[config.mk]
export PLATFORM = sky130hd
export DESIGN_NAME = fir_sequencer_flat
export DESIGN_NICKNAME = d
export VERILOG_FILES = /design/src/rtl/fir_pkg.sv /design/src/rtl/fir_sequencer_if.sv /design/src/rtl/fir_loop_ctrl.sv /design/src/rtl/fir_sequencer.sv /design/src/flat_wrapper.sv
export SDC_FILE = /design/constraint.sdc
export NUM_CORES = 1
export LEC_CHECK = 0
export CAP_MARGIN = 20
export CORE_MARGIN = 5
export CORE_UTILIZATION = 40
export DETAILED_ROUTE_END_ITERATION = 7
export GPL_TIMING_DRIVEN = 1
export PLACE_DENSITY = 0.79
export SETUP_SLACK_MARGIN = 0.2
export SLEW_MARGIN = 20
export SYNTH_ARGS = -nofsm -noshare
export SYNTH_HDL_FRONTEND = slang
export SYNTH_SLANG_ARGS = --single-unit
[constraint.sdc]
create_clock -name clk -period 2.1 [get_ports clk]
set_input_delay 0.315 -clock clk [delete_from_list [all_inputs] [get_ports clk]]
set_output_delay 0.315 -clock clk [all_outputs]
set_load 0.1 [all_outputs]
[src/rtl/fir_pkg.sv]
// ---------------------------------------------------------------------------
// fir_pkg
// Shared definitions for the FIR sequencer and the datapath it drives:
//   - instruction field bit positions (64-bit instruction word)
//   - opcode constants
//   - ALU op select constants (shared with the datapath ALUs)
//   - sequencer state encoding
//   - packed control-strobe struct, laid out in instruction bit order so a
//     straight cast of instr[CTRL_HI:CTRL_LO] yields the decoded strobes
// ---------------------------------------------------------------------------
package fir_pkg;

    // Instruction field positions
    localparam int OPC_HI  = 63;
    localparam int OPC_LO  = 60;
    localparam int CTRL_HI = 59;
    localparam int CTRL_LO = 46;
    localparam int ADDR_HI = 31;
    localparam int ADDR_LO = 16;
    localparam int CNT_HI  = 15;
    localparam int CNT_LO  = 0;

    // Opcodes; anything not listed decodes as NOP
    localparam logic [3:0] OP_NOP  = 4'd0;
    localparam logic [3:0] OP_EXEC = 4'd1;
    localparam logic [3:0] OP_LOOP = 4'd2;
    localparam logic [3:0] OP_JUMP = 4'd3;
    localparam logic [3:0] OP_HALT = 4'd4;

    // ALU op selects understood by the datapath ALUs
    localparam logic [2:0] ALU_NOP  = 3'd0;
    localparam logic [2:0] ALU_ADD  = 3'd1;
    localparam logic [2:0] ALU_SUB  = 3'd2;
    localparam logic [2:0] ALU_MAC  = 3'd3;
    localparam logic [2:0] ALU_MUL  = 3'd4;
    localparam logic [2:0] ALU_PASS = 3'd5;
    localparam logic [2:0] ALU_CLR  = 3'd6;
    localparam logic [2:0] ALU_SHR  = 3'd7;

    typedef enum logic [1:0] {
        ST_IDLE = 2'd0,
        ST_RUN  = 2'd1,
        ST_HALT = 2'd2
    } state_e;

    // First member is the MSB: matches instr[59:46] bit for bit
    typedef struct packed {
        logic       dm1_we;
        logic       dm2_we;
        logic       rf1_we;
        logic       rf2_we;
        logic       dag1_re;
        logic       dag2_re;
        logic       dag1_we;
        logic       dag2_we;
        logic [2:0] alu1_ctrl;
        logic [2:0] alu2_ctrl;
    } ctrl_t;

endpackage

[src/rtl/fir_sequencer_if.sv]
// ---------------------------------------------------------------------------
// fir_sequencer_if
// Bus between the sequencer and the rest of the FIR engine.
//   master (sequencer): in  start, instr
//                       out pc, memory/regfile/DAG strobes, ALU selects,
//                           loop_we, busy, done, err, loop_cnt
//   slave  (datapath / imem / host): the mirror image
// ---------------------------------------------------------------------------
interface fir_sequencer_if #(
    parameter int PC_W    = 16,
    parameter int INSTR_W = 64
);
    logic               start;
    logic [INSTR_W-1:0] instr;
    logic [PC_W-1:0]    pc;
    logic               dm1_we, dm2_we;
    logic               rf1_we, rf2_we;
    logic               dag1_re, dag2_re, dag1_we, dag2_we;
    logic [2:0]         alu1_ctrl, alu2_ctrl;
    logic               loop_we;
    logic               busy, done, err;
    logic [15:0]        loop_cnt;

    modport master (
        input  start, instr,
        output pc, dm1_we, dm2_we, rf1_we, rf2_we,
               dag1_re, dag2_re, dag1_we, dag2_we,
               alu1_ctrl, alu2_ctrl, loop_we, busy, done, err, loop_cnt
    );

    modport slave (
        output start, instr,
        input  pc, dm1_we, dm2_we, rf1_we, rf2_we,
               dag1_re, dag2_re, dag1_we, dag2_we,
               alu1_ctrl, alu2_ctrl, loop_we, busy, done, err, loop_cnt
    );
endinterface

[src/rtl/fir_loop_ctrl.sv]
// ---------------------------------------------------------------------------
// fir_loop_ctrl
// Single-level zero-overhead loop state.
//   clk, reset   : clock, synchronous active-high reset
//   clr          : drop any active loop (jump / restart)
//   load         : arm a loop with start_pc / end_pc / count
//   step         : the loop_end instruction is issuing this cycle
//   pc           : current fetch address
//   active       : a loop is armed
//   at_end       : active and pc == loop_end
//   back         : at_end and more iterations remain -> branch to target
//   target       : loop_start
//   cnt          : remaining iterations (0 when idle)
// ---------------------------------------------------------------------------
module fir_loop_ctrl #(
    parameter int PC_W = 16
) (
    input  logic            clk,
    input  logic            reset,
    input  logic            clr,
    input  logic            load,
    input  logic            step,
    input  logic [PC_W-1:0] pc,
    input  logic [PC_W-1:0] start_pc,
    input  logic [PC_W-1:0] end_pc,
    input  logic [15:0]     load_cnt,
    output logic            active,
    output logic            at_end,
    output logic            back,
    output logic [PC_W-1:0] target,
    output logic [15:0]     cnt
);
    logic [PC_W-1:0] loop_start;
    logic [PC_W-1:0] loop_end;

    always_ff @(posedge clk) begin
        if (reset || clr) begin
            active     <= 1'b0;
            cnt        <= '0;
            loop_start <= '0;
            loop_end   <= '0;
        end else if (load) begin
            active     <= 1'b1;
            cnt        <= load_cnt;
            loop_start <= start_pc;
            loop_end   <= end_pc;
        end else if (step) begin
            if (cnt > 16'd1) begin
                cnt <= cnt - 16'd1;
            end else begin
                // last pass through the body falls out of the loop
                active <= 1'b0;
                cnt    <= '0;
            end
        end
    end

    assign at_end = active && (pc == loop_end);
    assign back   = at_end && (cnt > 16'd1);
    assign target = loop_start;
endmodule

[src/rtl/fir_sequencer.sv]
// ---------------------------------------------------------------------------
// fir_sequencer
// Program sequencer / instruction decoder for the FIR datapath.
//   clk, reset : clock, synchronous active-high reset
//   bus        : fir_sequencer_if master port
//                start in, instr in (async-read imem at bus.pc),
//                pc out, registered control strobes out, loop_we pulse,
//                busy (RUN), done (HALT), err (sticky nested-loop),
//                loop_cnt (remaining loop iterations)
// The instruction at pc is decoded combinationally while in RUN; the next pc
// is chosen in the same cycle (no delay slot) and all strobes are registered,
// so they appear the cycle after their instruction is fetched.
// ---------------------------------------------------------------------------
module fir_sequencer
    import fir_pkg::*;
#(
    parameter int              PC_W     = 16,
    parameter int              INSTR_W  = 64,
    parameter logic [PC_W-1:0] RESET_PC = '0
) (
    input  logic               clk,
    input  logic               reset,
    fir_sequencer_if.master    bus
);
    state_e              state;
    logic [PC_W-1:0]     pc, pc_nxt, pc_inc;
    ctrl_t               ctrl_q;
    logic                loop_we_q, busy_q, done_q, err_q;

    logic [INSTR_W-1:0]  instr;
    logic [3:0]          op;
    ctrl_t               dec_ctrl;
    logic [15:0]         f_addr, f_cnt;
    logic                unused_bits;

    logic                run, restart;
    logic                lp_load, lp_clr, lp_step, nested, loop_pulse;
    logic                lp_active, lp_at_end, lp_back;
    logic [PC_W-1:0]     lp_target;
    logic [15:0]         lp_cnt;

    assign instr       = bus.instr;
    assign op          = instr[OPC_HI:OPC_LO];
    assign dec_ctrl    = ctrl_t'(instr[CTRL_HI:CTRL_LO]);
    assign f_addr      = instr[ADDR_HI:ADDR_LO];
    assign f_cnt       = instr[CNT_HI:CNT_LO];
    assign unused_bits = ^instr[CTRL_LO-1:ADDR_HI+1];

    assign run     = (state == ST_RUN);
    // start is only honoured outside RUN; it also wipes any stale loop
    assign restart = bus.start && !run;
    assign pc_inc  = pc + PC_W'(1);

    // Next-pc selection and loop sequencing, in priority order
    always_comb begin
        pc_nxt     = pc_inc;
        lp_load    = 1'b0;
        lp_step    = 1'b0;
        nested     = 1'b0;
        loop_pulse = 1'b0;
        if (run) begin
            case (op)
                OP_HALT: pc_nxt = pc;
                OP_JUMP: pc_nxt = PC_W'(f_addr);
                OP_LOOP: begin
                    if (lp_active) begin
                        // nested LOOP: flag it, otherwise behave as NOP so the
                        // outer loop still sees its loop_end
                        nested = 1'b1;
                        if (lp_at_end) begin
                            lp_step = 1'b1;
                            if (lp_back) pc_nxt = lp_target;
                        end
                    end else if (f_cnt == 16'd0) begin
                        pc_nxt     = PC_W'(f_addr) + PC_W'(1);
                        loop_pulse = 1'b1;
                    end else begin
                        lp_load    = 1'b1;
                        loop_pulse = 1'b1;
                    end
                end
                default: begin
                    if (lp_at_end) begin
                        lp_step = 1'b1;
                        if (lp_back) pc_nxt = lp_target;
                    end
                end
            endcase
        end
    end

    assign lp_clr = (run && op == OP_JUMP) || restart;

    fir_loop_ctrl #(.PC_W(PC_W)) u_loop (
        .clk      (clk),
        .reset    (reset),
        .clr      (lp_clr),
        .load     (lp_load),
        .step     (lp_step),
        .pc       (pc),
        .start_pc (pc_inc),
        .end_pc   (PC_W'(f_addr)),
        .load_cnt (f_cnt),
        .active   (lp_active),
        .at_end   (lp_at_end),
        .back     (lp_back),
        .target   (lp_target),
        .cnt      (lp_cnt)
    );

    always_ff @(posedge clk) begin
        if (reset) begin
            state     <= ST_IDLE;
            pc        <= RESET_PC;
            ctrl_q    <= '0;
            loop_we_q <= 1'b0;
            busy_q    <= 1'b0;
            done_q    <= 1'b0;
            err_q     <= 1'b0;
        end else begin
            ctrl_q    <= '0;
            loop_we_q <= 1'b0;
            case (state)
                ST_IDLE: begin
                    if (bus.start) begin
                        state  <= ST_RUN;
                        pc     <= RESET_PC;
                        busy_q <= 1'b1;
                    end
                end
                ST_RUN: begin
                    pc        <= pc_nxt;
                    loop_we_q <= loop_pulse;
                    if (op == OP_EXEC) ctrl_q <= dec_ctrl;
                    if (nested) err_q <= 1'b1;
                    if (op == OP_HALT) begin
                        state  <= ST_HALT;
                        busy_q <= 1'b0;
                        done_q <= 1'b1;
                    end
                end
                ST_HALT: begin
                    if (bus.start) begin
                        state  <= ST_RUN;
                        pc     <= RESET_PC;
                        err_q  <= 1'b0;
                        busy_q <= 1'b1;
                        done_q <= 1'b0;
                    end
                end
                default: begin
                    state  <= ST_IDLE;
                    busy_q <= 1'b0;
                    done_q <= 1'b0;
                end
            endcase
        end
    end

    assign bus.pc        = pc;
    assign bus.dm1_we    = ctrl_q.dm1_we;
    assign bus.dm2_we    = ctrl_q.dm2_we;
    assign bus.rf1_we    = ctrl_q.rf1_we;
    assign bus.rf2_we    = ctrl_q.rf2_we;
    assign bus.dag1_re   = ctrl_q.dag1_re;
    assign bus.dag2_re   = ctrl_q.dag2_re;
    assign bus.dag1_we   = ctrl_q.dag1_we;
    assign bus.dag2_we   = ctrl_q.dag2_we;
    assign bus.alu1_ctrl = ctrl_q.alu1_ctrl;
    assign bus.alu2_ctrl = ctrl_q.alu2_ctrl;
    assign bus.loop_we   = loop_we_q;
    assign bus.busy      = busy_q;
    assign bus.done      = done_q;
    assign bus.err       = err_q;
    assign bus.loop_cnt  = lp_cnt;
endmodule

[src/flat_wrapper.sv]
// flat-port wrapper written by rule: the top's interface ports become plain ports
module fir_sequencer_flat import fir_pkg::*;
#(
    parameter int              PC_W     = 16,
    parameter int              INSTR_W  = 64,
    parameter logic [PC_W-1:0] RESET_PC = '0
)
  (clk, reset, bus_start, bus_instr, bus_pc, bus_dm1_we, bus_dm2_we, bus_rf1_we, bus_rf2_we, bus_dag1_re, bus_dag2_re, bus_dag1_we, bus_dag2_we, bus_alu1_ctrl, bus_alu2_ctrl, bus_loop_we, bus_busy, bus_done, bus_err, bus_loop_cnt);
  fir_sequencer_if #(.PC_W(PC_W), .INSTR_W(INSTR_W)) bus_i ();
  input  logic clk;
  input  logic reset;
  input wire logic [$bits(bus_i.start)-1:0] bus_start;
  input wire logic [$bits(bus_i.instr)-1:0] bus_instr;
  output wire logic [$bits(bus_i.pc)-1:0] bus_pc;
  output wire logic [$bits(bus_i.dm1_we)-1:0] bus_dm1_we;
  output wire logic [$bits(bus_i.dm2_we)-1:0] bus_dm2_we;
  output wire logic [$bits(bus_i.rf1_we)-1:0] bus_rf1_we;
  output wire logic [$bits(bus_i.rf2_we)-1:0] bus_rf2_we;
  output wire logic [$bits(bus_i.dag1_re)-1:0] bus_dag1_re;
  output wire logic [$bits(bus_i.dag2_re)-1:0] bus_dag2_re;
  output wire logic [$bits(bus_i.dag1_we)-1:0] bus_dag1_we;
  output wire logic [$bits(bus_i.dag2_we)-1:0] bus_dag2_we;
  output wire logic [$bits(bus_i.alu1_ctrl)-1:0] bus_alu1_ctrl;
  output wire logic [$bits(bus_i.alu2_ctrl)-1:0] bus_alu2_ctrl;
  output wire logic [$bits(bus_i.loop_we)-1:0] bus_loop_we;
  output wire logic [$bits(bus_i.busy)-1:0] bus_busy;
  output wire logic [$bits(bus_i.done)-1:0] bus_done;
  output wire logic [$bits(bus_i.err)-1:0] bus_err;
  output wire logic [$bits(bus_i.loop_cnt)-1:0] bus_loop_cnt;
  assign bus_i.start = bus_start;
  assign bus_i.instr = bus_instr;
  assign bus_pc = bus_i.pc;
  assign bus_dm1_we = bus_i.dm1_we;
  assign bus_dm2_we = bus_i.dm2_we;
  assign bus_rf1_we = bus_i.rf1_we;
  assign bus_rf2_we = bus_i.rf2_we;
  assign bus_dag1_re = bus_i.dag1_re;
  assign bus_dag2_re = bus_i.dag2_re;
  assign bus_dag1_we = bus_i.dag1_we;
  assign bus_dag2_we = bus_i.dag2_we;
  assign bus_alu1_ctrl = bus_i.alu1_ctrl;
  assign bus_alu2_ctrl = bus_i.alu2_ctrl;
  assign bus_loop_we = bus_i.loop_we;
  assign bus_busy = bus_i.busy;
  assign bus_done = bus_i.done;
  assign bus_err = bus_i.err;
  assign bus_loop_cnt = bus_i.loop_cnt;
  fir_sequencer #(.PC_W(PC_W), .INSTR_W(INSTR_W), .RESET_PC(RESET_PC)) u_core (.clk(clk), .reset(reset), .bus(bus_i));
endmodule
==> results of run 1 <==
## power groups by stage
stage,combinational (mW),clock (mW),sequential [mW]
after floorplan,0.217,0,1.77
after global placement,0.636,0,1.66
after detailed placement,0.645,0,1.67
after CTS,0.666,1.67,1.63
after global routing,0.745,1.75,1.63
final,0.706,1.66,1.63
## per-stage QoR
step | setup slack (ns) | area [um^2]
5_1_grt | -0.218 | 7660
2_1_floorplan | -0.193 | 4870
3_5_place_dp | -0.458 | 6790
4_1_cts | -0.103 | 7400
6_report | -0.183 | 7660
3_3_place_gp | -0.473 | 6790
## synthesized netlist by cell type, types with 4 or more instances
cell	count	area (um^2)
dfxtp_1	85	1700
nand2_1	82	308
nor2_1	71	267
a21oi_1	48	240
o21ai_0	32	160
clkbuf_1	31	116
xnor2_1	30	263
nor3_1	24	120
nand3_1	23	115
and2_1	15	93.8
inv_1	14	52.6
xor2_1	13	114
nand4_1	10	62.6
nor4_1	10	62.6
mux2i_1	9	90.1
a211oi_1	8	60.1
mux2_2	8	90.1
a22o_1	7	61.3
a31oi_1	7	43.8
o21ai_1	6	30.0
nand2b_1	5	31.3
o211ai_1	5	37.5
and4_1	4	35.0
ha_1	4	50.1
nor2b_1	4	25.0
## state kept, by name, indices dropped and copies added, names as in the netlist, 2 cells and up
register / flops
u_core.bus.alu1_ctrl: 3
u_core.bus.alu2_ctrl: 3
u_core.u_loop.cnt: 16
u_core.bus.pc: 16
u_core.u_loop.loop_end: 16
u_core.state: 2
u_core.u_loop.target: 16
## routing by layer
metal / track usage [%] / up-vias / wire [um]
met2: 41.6 / 355 / 9230
met4: 14.0 / 0 / 858
li1: - / 2620 / -
met1: 28.1 / 2713 / 6870
met3: 4.55 / 80 / 1450
met5: 0 / - / 0
## worst max-delay path, stage by stage (launching register included)
cell and delay [ns]:
dfxtp_4 0.34, or3_4 0.39, or4_4 0.55, nand3_4 0.12, buf_12 0.14, mux2i_2 0.23
o21ai_1 0.11, a32o_2 0.28
## cells in the final DEF, fill, tap and decap left out, types with 8 or more instances in the layout
master           synthesis  final
xnor2_1                 30     25
and2_1                  15     15
nor3_1                  24     20
nor2_2                   0      8
a211oi_1                 8      8
xor2_1                  13     13
nand2_1                 82     80
buf_4                    0    175
inv_1                   14     13
clkdlybuf4s50_1          0     32
o21ai_1                  6     17
o21ai_0                 32     21
dfxtp_4                  0     23
nand4_1                 10     10
clkbuf_2                 0      9
nor2_1                  71     63
dfxtp_1                 85     51
a21oi_1                 48     47
dfxtp_2                  0     11
clkbuf_16                0     10
nand3_1                 23     20
buf_6                    2      8
## worst max-delay path by stage
| stage | to | startpoint |
|---|---|---|
| 6_report | u_core.bus.pc[9] | u_core.u_loop.cnt[4] |
| 4_1_cts | u_core.bus.pc[9] | u_core.u_loop.cnt[4] |
| 3_5_place_dp | u_core.bus.pc[5] | bus_instr[5] |
| 3_3_place_gp | u_core.bus.pc[8] | bus_instr[2] |
| 2_1_floorplan | u_core.bus.pc[13] | u_core.u_loop.cnt[4] |
| 5_1_grt | u_core.bus.pc[9] | u_core.u_loop.cnt[4] |
## logic make-up (layout without fill, tap and decap cells)
kind of cell / after synthesis / count (layout)
and+or+nand+nor: 268 / 268
DFF: 85 / 85
AOI/OAI and AO/OA: 144 / 144
muxes: 17 / 17
xor gates and xnor gates: 43 / 43
adders and majority gates: 4 / 4
buffers and inverters: 50 / 276
## final cells by class
type | count | area (um^2)
timing repair buffer | 245 | 2140
fill | 902 | 3850
tap | 143 | 179
inverter | 15 | 56.3
sequential | 85 | 1800
clock buffer | 9 | 225
multi-input combinational | 476 | 3180
clock inverter | 7 | 78.8
## repair_timing
| item | CTS | global route |
|---|---|---|
| cloned | 3 | 1 |
| gates resized for setup | 54 | 70 |
| setup buffers | 6 | 9 |
| endpoints found under the setup margin | 65 | 65 |
| pin swaps | 15 | 13 |
==> impl_metrics.json, run 1 <==
{
  "total_power_mw": 4.00,
  "min_to": "u_core.u_loop.cnt[13]",
  "cp-end-kind": "flop",
  "synth_top_family_by_area": "simple AND/OR/NAND/NOR gates",
  "antennaDiodeCount": 0,
  "yosys.area_share.simple_pct": 27.9,
  "layout-drive-gt1-share_pct": 38.0,
  "rsz0062_at_grt": "yes",
  "dp.cells": 945,
  "yosysUniqueCellTypes": 61,
  "initial_core_util_pct": 41.3,
  "ir_worst_vdd_mv": 0.382,
  "clk_pin_slew_ns": 0.07,
  "p_seq_share_pct": 40.8,
  "cts_hold_buf": 0,
  "synth_edf_count": 0,
  "cp_data_arrival_time_ns": 2.52,
  "synthAdderAreaFrac_pct": 1.05,
  "track_usage_pct": 24.2,
  "max_slew_margin_pct": 72.6,
  "rr_worst_depth": 7,
  "drt_first_iter_violations": 683,
  "htree_levels": 3,
  "crit_required_ns": 2.34,
  "synth-xor-area-share_pct": 7.93,
  "p_comb_share_pct": 17.7,
  "drtPass1Iterations": 6,
  "leakagePower_nw": 3.22,
  "drc": 0,
  "r2r-start": "u_core.u_loop.cnt[4]",
  "setup_viol": 13,
  "area_growth_pct": 61.3,
  "viasPerCell": 5.89,
  "cts.sinks": 85,
  "port_buffers": 102,
  "synth_ff_type": "dfxtp_1",
  "grt_antenna_before_repair": 0,
  "final_util_pct": 66.6,
  "violations": "negative setup slack",
  "cts_tree": "done",
  "power_density_nw_per_um2": 522,
  "core_um2": 11500,
  "hold_class": "input pin to flop",
  "post-route-period-util_pct": 109,
  "synth-seq-cells": 85,
  "std_cell_rows": 39,
  "synthesis.nets": 682,
  "hold_path_depth": 3,
  "grt_first_pass_wirelength_um": 28300,
  "nNetsFinal": 903,
  "async_flop_share_pct": 0,
  "cts-root-buf": "clkbuf_16",
  "fmax_ghz": 0.438,
  "start_kind": "flop",
  "final-hold-violation-count": 0,
  "syn_area_per_cell_um2": 7.78,
  "hold_slack_ns": 0.217,
  "clockBufferDepth": 2,
  "setup_tns_ns": -0.808,
  "status": "finished with violations",
  "dieHeight_um": 119,
  "worst_slack_ns": -0.183,
  "syn-cell-area_um2": 4750,
  "worstSetupPathType": "flop to flop",
  "die_x_um": 119,
  "wl_um": 18400,
  "yosysWarnings": 0,
  "p_sw_share_pct": 28.9,
  "hold_path_startpoint": "bus_instr[13]",
  "gp_congestion": 0.957,
  "numCtsBuffers": 9,
  "hpwl_um": 12600,
  "synth.area.mux_share_pct": 3.79,
  "p_int_mw": 2.84,
  "path_max_fanout": 7,
  "die_area_um2": 14200,
  "fin_skew_ns": 0.00571,
  "synth_seq_area_share_pct": 35.8,
  "ant_nets": 0,
  "overflow": 0,
  "wl_per_cell_um": 18.8,
  "vias": 5768,
  "grt_max_degree": 37,
  "tightest_slew_ns": 0.407,
  "fin_cells": 980,
  "clock_latency_ns": 0.35,
  "r2r_end": "u_core.bus.pc[9]",
  "reg2reg_setup_slack_ns": -0.18,
  "syn_inst": 611,
  "grt_pass1_vias": 5664,
  "clockPowerShare_pct": 41.5,
  "io_pins": 117,
  "drv_slew": 0,
  "fin_crit_ns": 2.28,
  "p_sw_mw": 1.15,
  "synth_compound_area_share_pct": 19.2,
  "cap_violations": 0
}
Power figures use the tool's default switching activity.
==> inputs of run 2 (changes only) <==
--- a/config.mk
+++ b/config.mk
@@ -10,7 +10,7 @@
 export CORE_UTILIZATION = 40
 export DETAILED_ROUTE_END_ITERATION = 7
 export GPL_TIMING_DRIVEN = 1
-export PLACE_DENSITY = 0.79
+export PLACE_DENSITY = 0.76
 export SETUP_SLACK_MARGIN = 0.2
 export SLEW_MARGIN = 20
 export SYNTH_ARGS = -nofsm -noshare
==> run 2 against run 1 <==
The run still ends with negative setup slack left; final area grew 0.54%; sequential power is essentially flat; first-iteration DRC count shrank 20%; critical path type unchanged; total power shrank 3.0%.
==> impl_metrics.json, run 2 (synthesis gave the netlist of run 1 again) <==
{
  "clockBufferDepth": 2,
  "setup_viol": 21,
  "rr_worst_depth": 9,
  "io_pins": 117,
  "post-route-period-util_pct": 108,
  "grt_antenna_before_repair": 0,
  "worst_slack_ns": -0.169,
  "cpPeakStageDelay_ns": 0.46,
  "cts_tree": "done",
  "core_um2": 11500,
  "max_slew_margin_pct": 64.1,
  "die_x_um": 119,
  "n_fill_cell": 913,
  "htree_levels": 3,
  "total_power_mw": 3.88,
  "layout_commonest_cell": "buf_4",
  "numCtsBuffers": 9,
  "port_buffers": 102,
  "p_sw_share_pct": 29.1,
  "fin_crit_ns": 2.27,
  "power_density_nw_per_um2": 503,
  "dpl-instance-area_um2": 6940,
  "track_usage_pct": 25.0,
  "overflow": 0,
  "antennaDiodeCount": 0,
  "dieHeight_um": 119,
  "status": "finished with violations",
  "r2r-start": "u_core.u_loop.cnt[10]",
  "grt_max_degree": 26,
  "tightest_slew_ns": 0.534,
  "setup_tns_ns": -1.97,
  "ant_nets": 0,
  "multi_input_area_um2": 3240,
  "nNetsFinal": 915,
  "crit_path_start": "u_core.u_loop.cnt[10]",
  "drtPass1Iterations": 5,
  "leakagePower_nw": 3.24,
  "final_area_um2": 7710,
  "grt_pass1_vias": 5643,
  "viasPerCell": 5.70,
  "fmax_ghz": 0.441,
  "cts.sinks": 85,
  "cp_cell_sequence": "nor4_4, buf_4, nand2_2, or4_4, nand3_4, buf_12, mux2i_1, o21ai_1, a32o_1",
  "drv_slew": 0,
  "cp-end-kind": "flop",
  "final-hold-violation-count": 0,
  "rsz0062_at_grt": "yes",
  "vias": 5659,
  "cts-root-buf": "clkbuf_16",
  "busiest_layer": "met2",
  "clk_pin_slew_ns": 0.07,
  "hpwl_um": 13100,
  "final_cell_mix": "buf_4 (190), nand2_1 (80), nor2_1 (60)",
  "crit_required_ns": 2.35,
  "fin_skew_ns": 0.00823,
  "clockPowerShare_pct": 39.5,
  "gr-usage-met3_pct": 5.64,
  "use_met1_pct": 31.2,
  "p_int_mw": 2.75,
  "reg2reg_setup_slack_ns": -0.17,
  "hold_path_depth": 2,
  "die_area_um2": 14200,
  "initial_core_util_pct": 41.3,
  "slowest_stage": "or4_4",
  "gp_congestion": 0.961,
  "violations": "negative setup slack",
  "std_cell_rows": 39,
  "hold_path_startpoint": "bus_instr[2]",
  "cp_data_arrival_time_ns": 2.52,
  "cts_hold_buf": 0,
  "area.sequential_um2": 1800,
  "start_kind": "flop",
  "area_growth_pct": 62.2,
  "p_seq_share_pct": 42.1,
  "clock_latency_ns": 0.35,
  "wl_um": 18100,
  "grt_first_pass_wirelength_um": 28700,
  "hold_class": "input pin to flop",
  "path_max_fanout": 8,
  "grt_use_met2_pct": 42.2,
  "min_to": "u_core.u_loop.cnt[2]",
  "r2r_end": "u_core.bus.pc[9]",
  "drc": 0,
  "layout-drive-gt1-share_pct": 38.9,
  "cap_violations": 0,
  "worstSetupPathType": "flop to flop",
  "p_comb_share_pct": 18.4,
  "p_sw_mw": 1.13,
  "drt_first_iter_violations": 546,
  "ir_worst_vdd_mv": 0.390,
  "wl_per_cell_um": 18.3
}
[run 2: cell count changes in the layout (fill, tap and decap cells not counted), moves of 4 or more]
cell	delta
dlymetal6s2s_1	-7
dlygate4sd2_1	+20
clkdlybuf4s15_1	-4
a211oi_1	-4
clkbuf_2	-9
buf_4	+15
[run 2: critical path, delay by kind of cell (launching register included)]
| kind | cells | cell delay [ns] |
|---|---|---|
| flip-flops | 1 | 0.35 |
| buffers and inverters | 2 | 0.34 |
| AO/OA/AOI/OAI | 2 | 0.32 |
| AND/OR/NAND/NOR | 4 | 0.97 |
| multiplexers | 1 | 0.19 |
[run 2: stage by stage]
step           utilization, %  worst slack, ns  hold WS (ns)  instances
6_report                 66.9           -0.169         0.354        992
5_1_grt                  66.9           -0.199         0.378        992
4_1_cts                  65.0           -0.125         0.345        987
3_5_place_dp             60.2           -0.575         0.450        962
3_3_place_gp             60.2           -0.544         0.443        962
2_1_floorplan               -           -0.193         0.423        611
[run 2: per-layer routing]
metal	wire (um)	vias up	part of all wire [%]
met1	7180	2664	40
met4	473	0	2.6
met5	0	-	0
met2	8940	316	49
li1	-	2642	-
met3	1540	37	8.5
[run 2: area by class of cell]
| class | instances | share of cell area (%) |
|---|---|---|
| Multi-Input combinational cell | 476 | 42.1 |
| Timing Repair Buffer | 257 | 27.9 |
| Sequential cell | 85 | 23.4 |
| Clock buffer | 11 | 3.15 |
| Tap cell | 143 | 2.32 |
| Inverter | 15 | 0.731 |
| Clock inverter | 5 | 0.422 |
[run 2: what timing repair did]
item,in CTS,in global routing
pin swaps,20,16
gates resized for setup,79,38
buffers inserted,8,5
setup endpoints to repair,65,65
cloned,1,0
[run 2: worst max path at each step]
stage,slack (ns),end
4_1_cts,-0.13,u_core.bus.pc[9]
3_5_place_dp,-0.58,u_core.bus.pc[4]
6_report,-0.17,u_core.bus.pc[9]
3_3_place_gp,-0.54,u_core.bus.pc[4]
5_1_grt,-0.20,u_core.bus.pc[9]
2_1_floorplan,-0.19,u_core.bus.pc[13]
[run 2: power groups by stage]
stage	Clock, mW	Combinational [mW]	Sequential [mW]
6_report	1.53	0.714	1.63
2_1_floorplan	0	0.217	1.77
4_1_cts	1.55	0.676	1.63
5_1_grt	1.63	0.753	1.63
3_3_place_gp	0	0.650	1.66
3_5_place_dp	0	0.658	1.66
==> inputs of run 3 (changes only) <==
--- a/config.mk
+++ b/config.mk
@@ -10,7 +10,7 @@
 export CORE_UTILIZATION = 40
 export DETAILED_ROUTE_END_ITERATION = 7
 export GPL_TIMING_DRIVEN = 1
-export PLACE_DENSITY = 0.76
+export PLACE_DENSITY = 0.73
 export SETUP_SLACK_MARGIN = 0.2
 export SLEW_MARGIN = 20
 export SYNTH_ARGS = -nofsm -noshare
==> constraint.sdc (replaced) <==
create_clock -name clk -period 2.55 [get_ports clk]
set_input_delay 0.3825 -clock clk [delete_from_list [all_inputs] [get_ports clk]]
set_output_delay 0.3825 -clock clk [all_outputs]
set_load 0.1 [all_outputs]
==> run 3 against run 2 <==
The flow now finishes without violations; count of clock-buffer cells in the layout is 2 lower; global-route usage is 2.9 points lower; sequential power decreased by 17%; largest cell class unchanged; total power is 17% lower; utilization shrank 8.6 points.
==> impl_metrics.json, run 3 (synthesis gave the netlist of run 1 again) <==
{
  "dp_slack_ns": -0.145,
  "dpl-instance-area_um2": 6270,
  "ir_worst_vdd_mv": 0.277,
  "drt_first_iter_violations": 548,
  "core_um2": 11500,
  "gr-usage-met3_pct": 4.50,
  "cp-end-kind": "flop",
  "start_kind": "flop",
  "leakagePower_nw": 2.66,
  "grt_first_pass_wirelength_um": 25900,
  "total_power_mw": 3.22,
  "cp_data_arrival_time_ns": 2.55,
  "busiest_layer": "met2",
  "clockBufferDepth": 2,
  "clockPowerShare_pct": 42.4,
  "ant_nets": 0,
  "cts-root-buf": "clkbuf_16",
  "tightest_slew_ns": 0.942,
  "fmax_ghz": 0.431,
  "path_max_fanout": 12,
  "initial_core_util_pct": 41.3,
  "use_met1_pct": 28.4,
  "hpwl_um": 11100,
  "r2r-start": "u_core.u_loop.cnt[2]",
  "fin_crit_ns": 2.32,
  "die_area_um2": 14200,
  "std_cell_rows": 39,
  "rsz0062_at_grt": "yes",
  "worstSetupPathType": "flop to flop",
  "grt_antenna_before_repair": 0,
  "hold_class": "flop to flop",
  "gp_congestion": 0.936,
  "area_growth_pct": 41.4,
  "drv_slew": 0,
  "p_sw_mw": 0.907,
  "track_usage_pct": 22.0,
  "grt_pass1_vias": 5156,
  "cap_violations": 0,
  "fin_skew_ns": 0.00924,
  "drtPass1Iterations": 5,
  "wl_um": 15800,
  "dp.cells": 887,
  "cts_hold_buf": 0,
  "post-route-period-util_pct": 91.1,
  "worst_slack_ns": 0.228,
  "fin_cells": 909,
  "drc": 0,
  "wl_per_cell_um": 17.3,
  "die_x_um": 119,
  "clock_latency_ns": 0.35,
  "setup_tns_ns": 0,
  "max_slew_margin_pct": 36.5,
  "final_area_um2": 6720,
  "cts.sinks": 85,
  "grt_max_degree": 40,
  "layout-drive-gt1-share_pct": 26.4,
  "n_fill_cell": 1008,
  "cts_tree": "done",
  "layout_commonest_cell": "buf_4",
  "overflow": 0,
  "final-hold-violation-count": 0,
  "crit_path_start": "u_core.u_loop.cnt[2]",
  "dieHeight_um": 119,
  "hold_path_startpoint": "u_core.u_loop.target[1]",
  "numCtsBuffers": 9,
  "power_density_nw_per_um2": 480,
  "clk_pin_slew_ns": 0.07,
  "htree_levels": 3,
  "status": "finished, final reports clean",
  "vias": 5199,
  "viasPerCell": 5.72,
  "p_comb_share_pct": 15.3,
  "p_seq_share_pct": 42.3,
  "io_pins": 117,
  "crit_required_ns": 2.78,
  "p_sw_share_pct": 28.1,
  "final_cell_mix": "buf_4 (117), nand2_1 (82), nor2_1 (69)",
  "port_buffers": 102,
  "nNetsFinal": 832,
  "antennaDiodeCount": 0,
  "grt_use_met2_pct": 36.2,
  "p_int_mw": 2.32,
  "setup_viol": 0
}
==> run 3: cell count changes in the layout (fill, tap and decap cells not counted), sizes merged <==
cell / previous run / this run
clkdlybuf4s50: 32 / 52
dlygate4sd2: 20 / 0
buf: 205 / 122
clkbuf: 11 / 9
clkinv: 1 / 3
inv: 19 / 18
bufinv: 0 / 1
==> run 3: repair_timing <==
item                                    in CTS  in global routing
pin swaps                                    1                  4
endpoints found under the hold margin        0                  0
setup buffers                                3                  3
endpoints found under the setup margin      11                 39
gates resized for setup                      2                 16
==> run 3: final timing paths <==
path	cells after the start	slack, ns	end
max reg2reg	7	0.23	u_core.bus.pc[9]
min	2	0.47	u_core.u_loop.target[1]
max	7	0.23	u_core.bus.pc[9]
min reg2reg	2	0.47	u_core.u_loop.target[1]
==> run 3: area by class of cell <==
class                           count  area [um^2]  area share, %
Timing Repair Buffer              174         1480           22.1
Tap cell                          143          179           2.66
Clock inverter                      7         81.3           1.21
Clock buffer                        9          225           3.35
Inverter                           15         56.3          0.838
Multi-Input combinational cell    476         2930           43.6
Sequential cell                    85         1760           26.3
==> run 3: critical path, cell delays in order (launching register included) <==
cell and delay, ns:
dfxtp_2 0.35, or3_4 0.41, or4_4 0.57, nand3_4 0.13, buf_12 0.16, mux2i_2 0.21, o21ai_0 0.11, a32o_1 0.26
==> run 3: layer usage <==
layer / wire length [um] / vias to the layer above
li1: - / 2476
met1: 6600 / 2449
met2: 7500 / 238
met3: 1300 / 36
met4: 366 / 0
met5: 0 / -
==> run 3: through the flow <==
stage,hold WS (ns),utilization (%)
final,0.466,58.3
after floorplan,0.436,-
after global routing,0.492,58.3
after global placement,0.444,54.4
after detailed placement,0.453,54.4
after CTS,0.465,57.5
==> run 3: power by group through the flow <==
stage / clock network (mW) / logic (mW) / registers (mW)
final: 1.37 / 0.494 / 1.36
after global routing: 1.44 / 0.527 / 1.36
after CTS: 1.38 / 0.480 / 1.36
after detailed placement: 0 / 0.477 / 1.39
after global placement: 0 / 0.471 / 1.39
after floorplan: 0 / 0.175 / 1.47
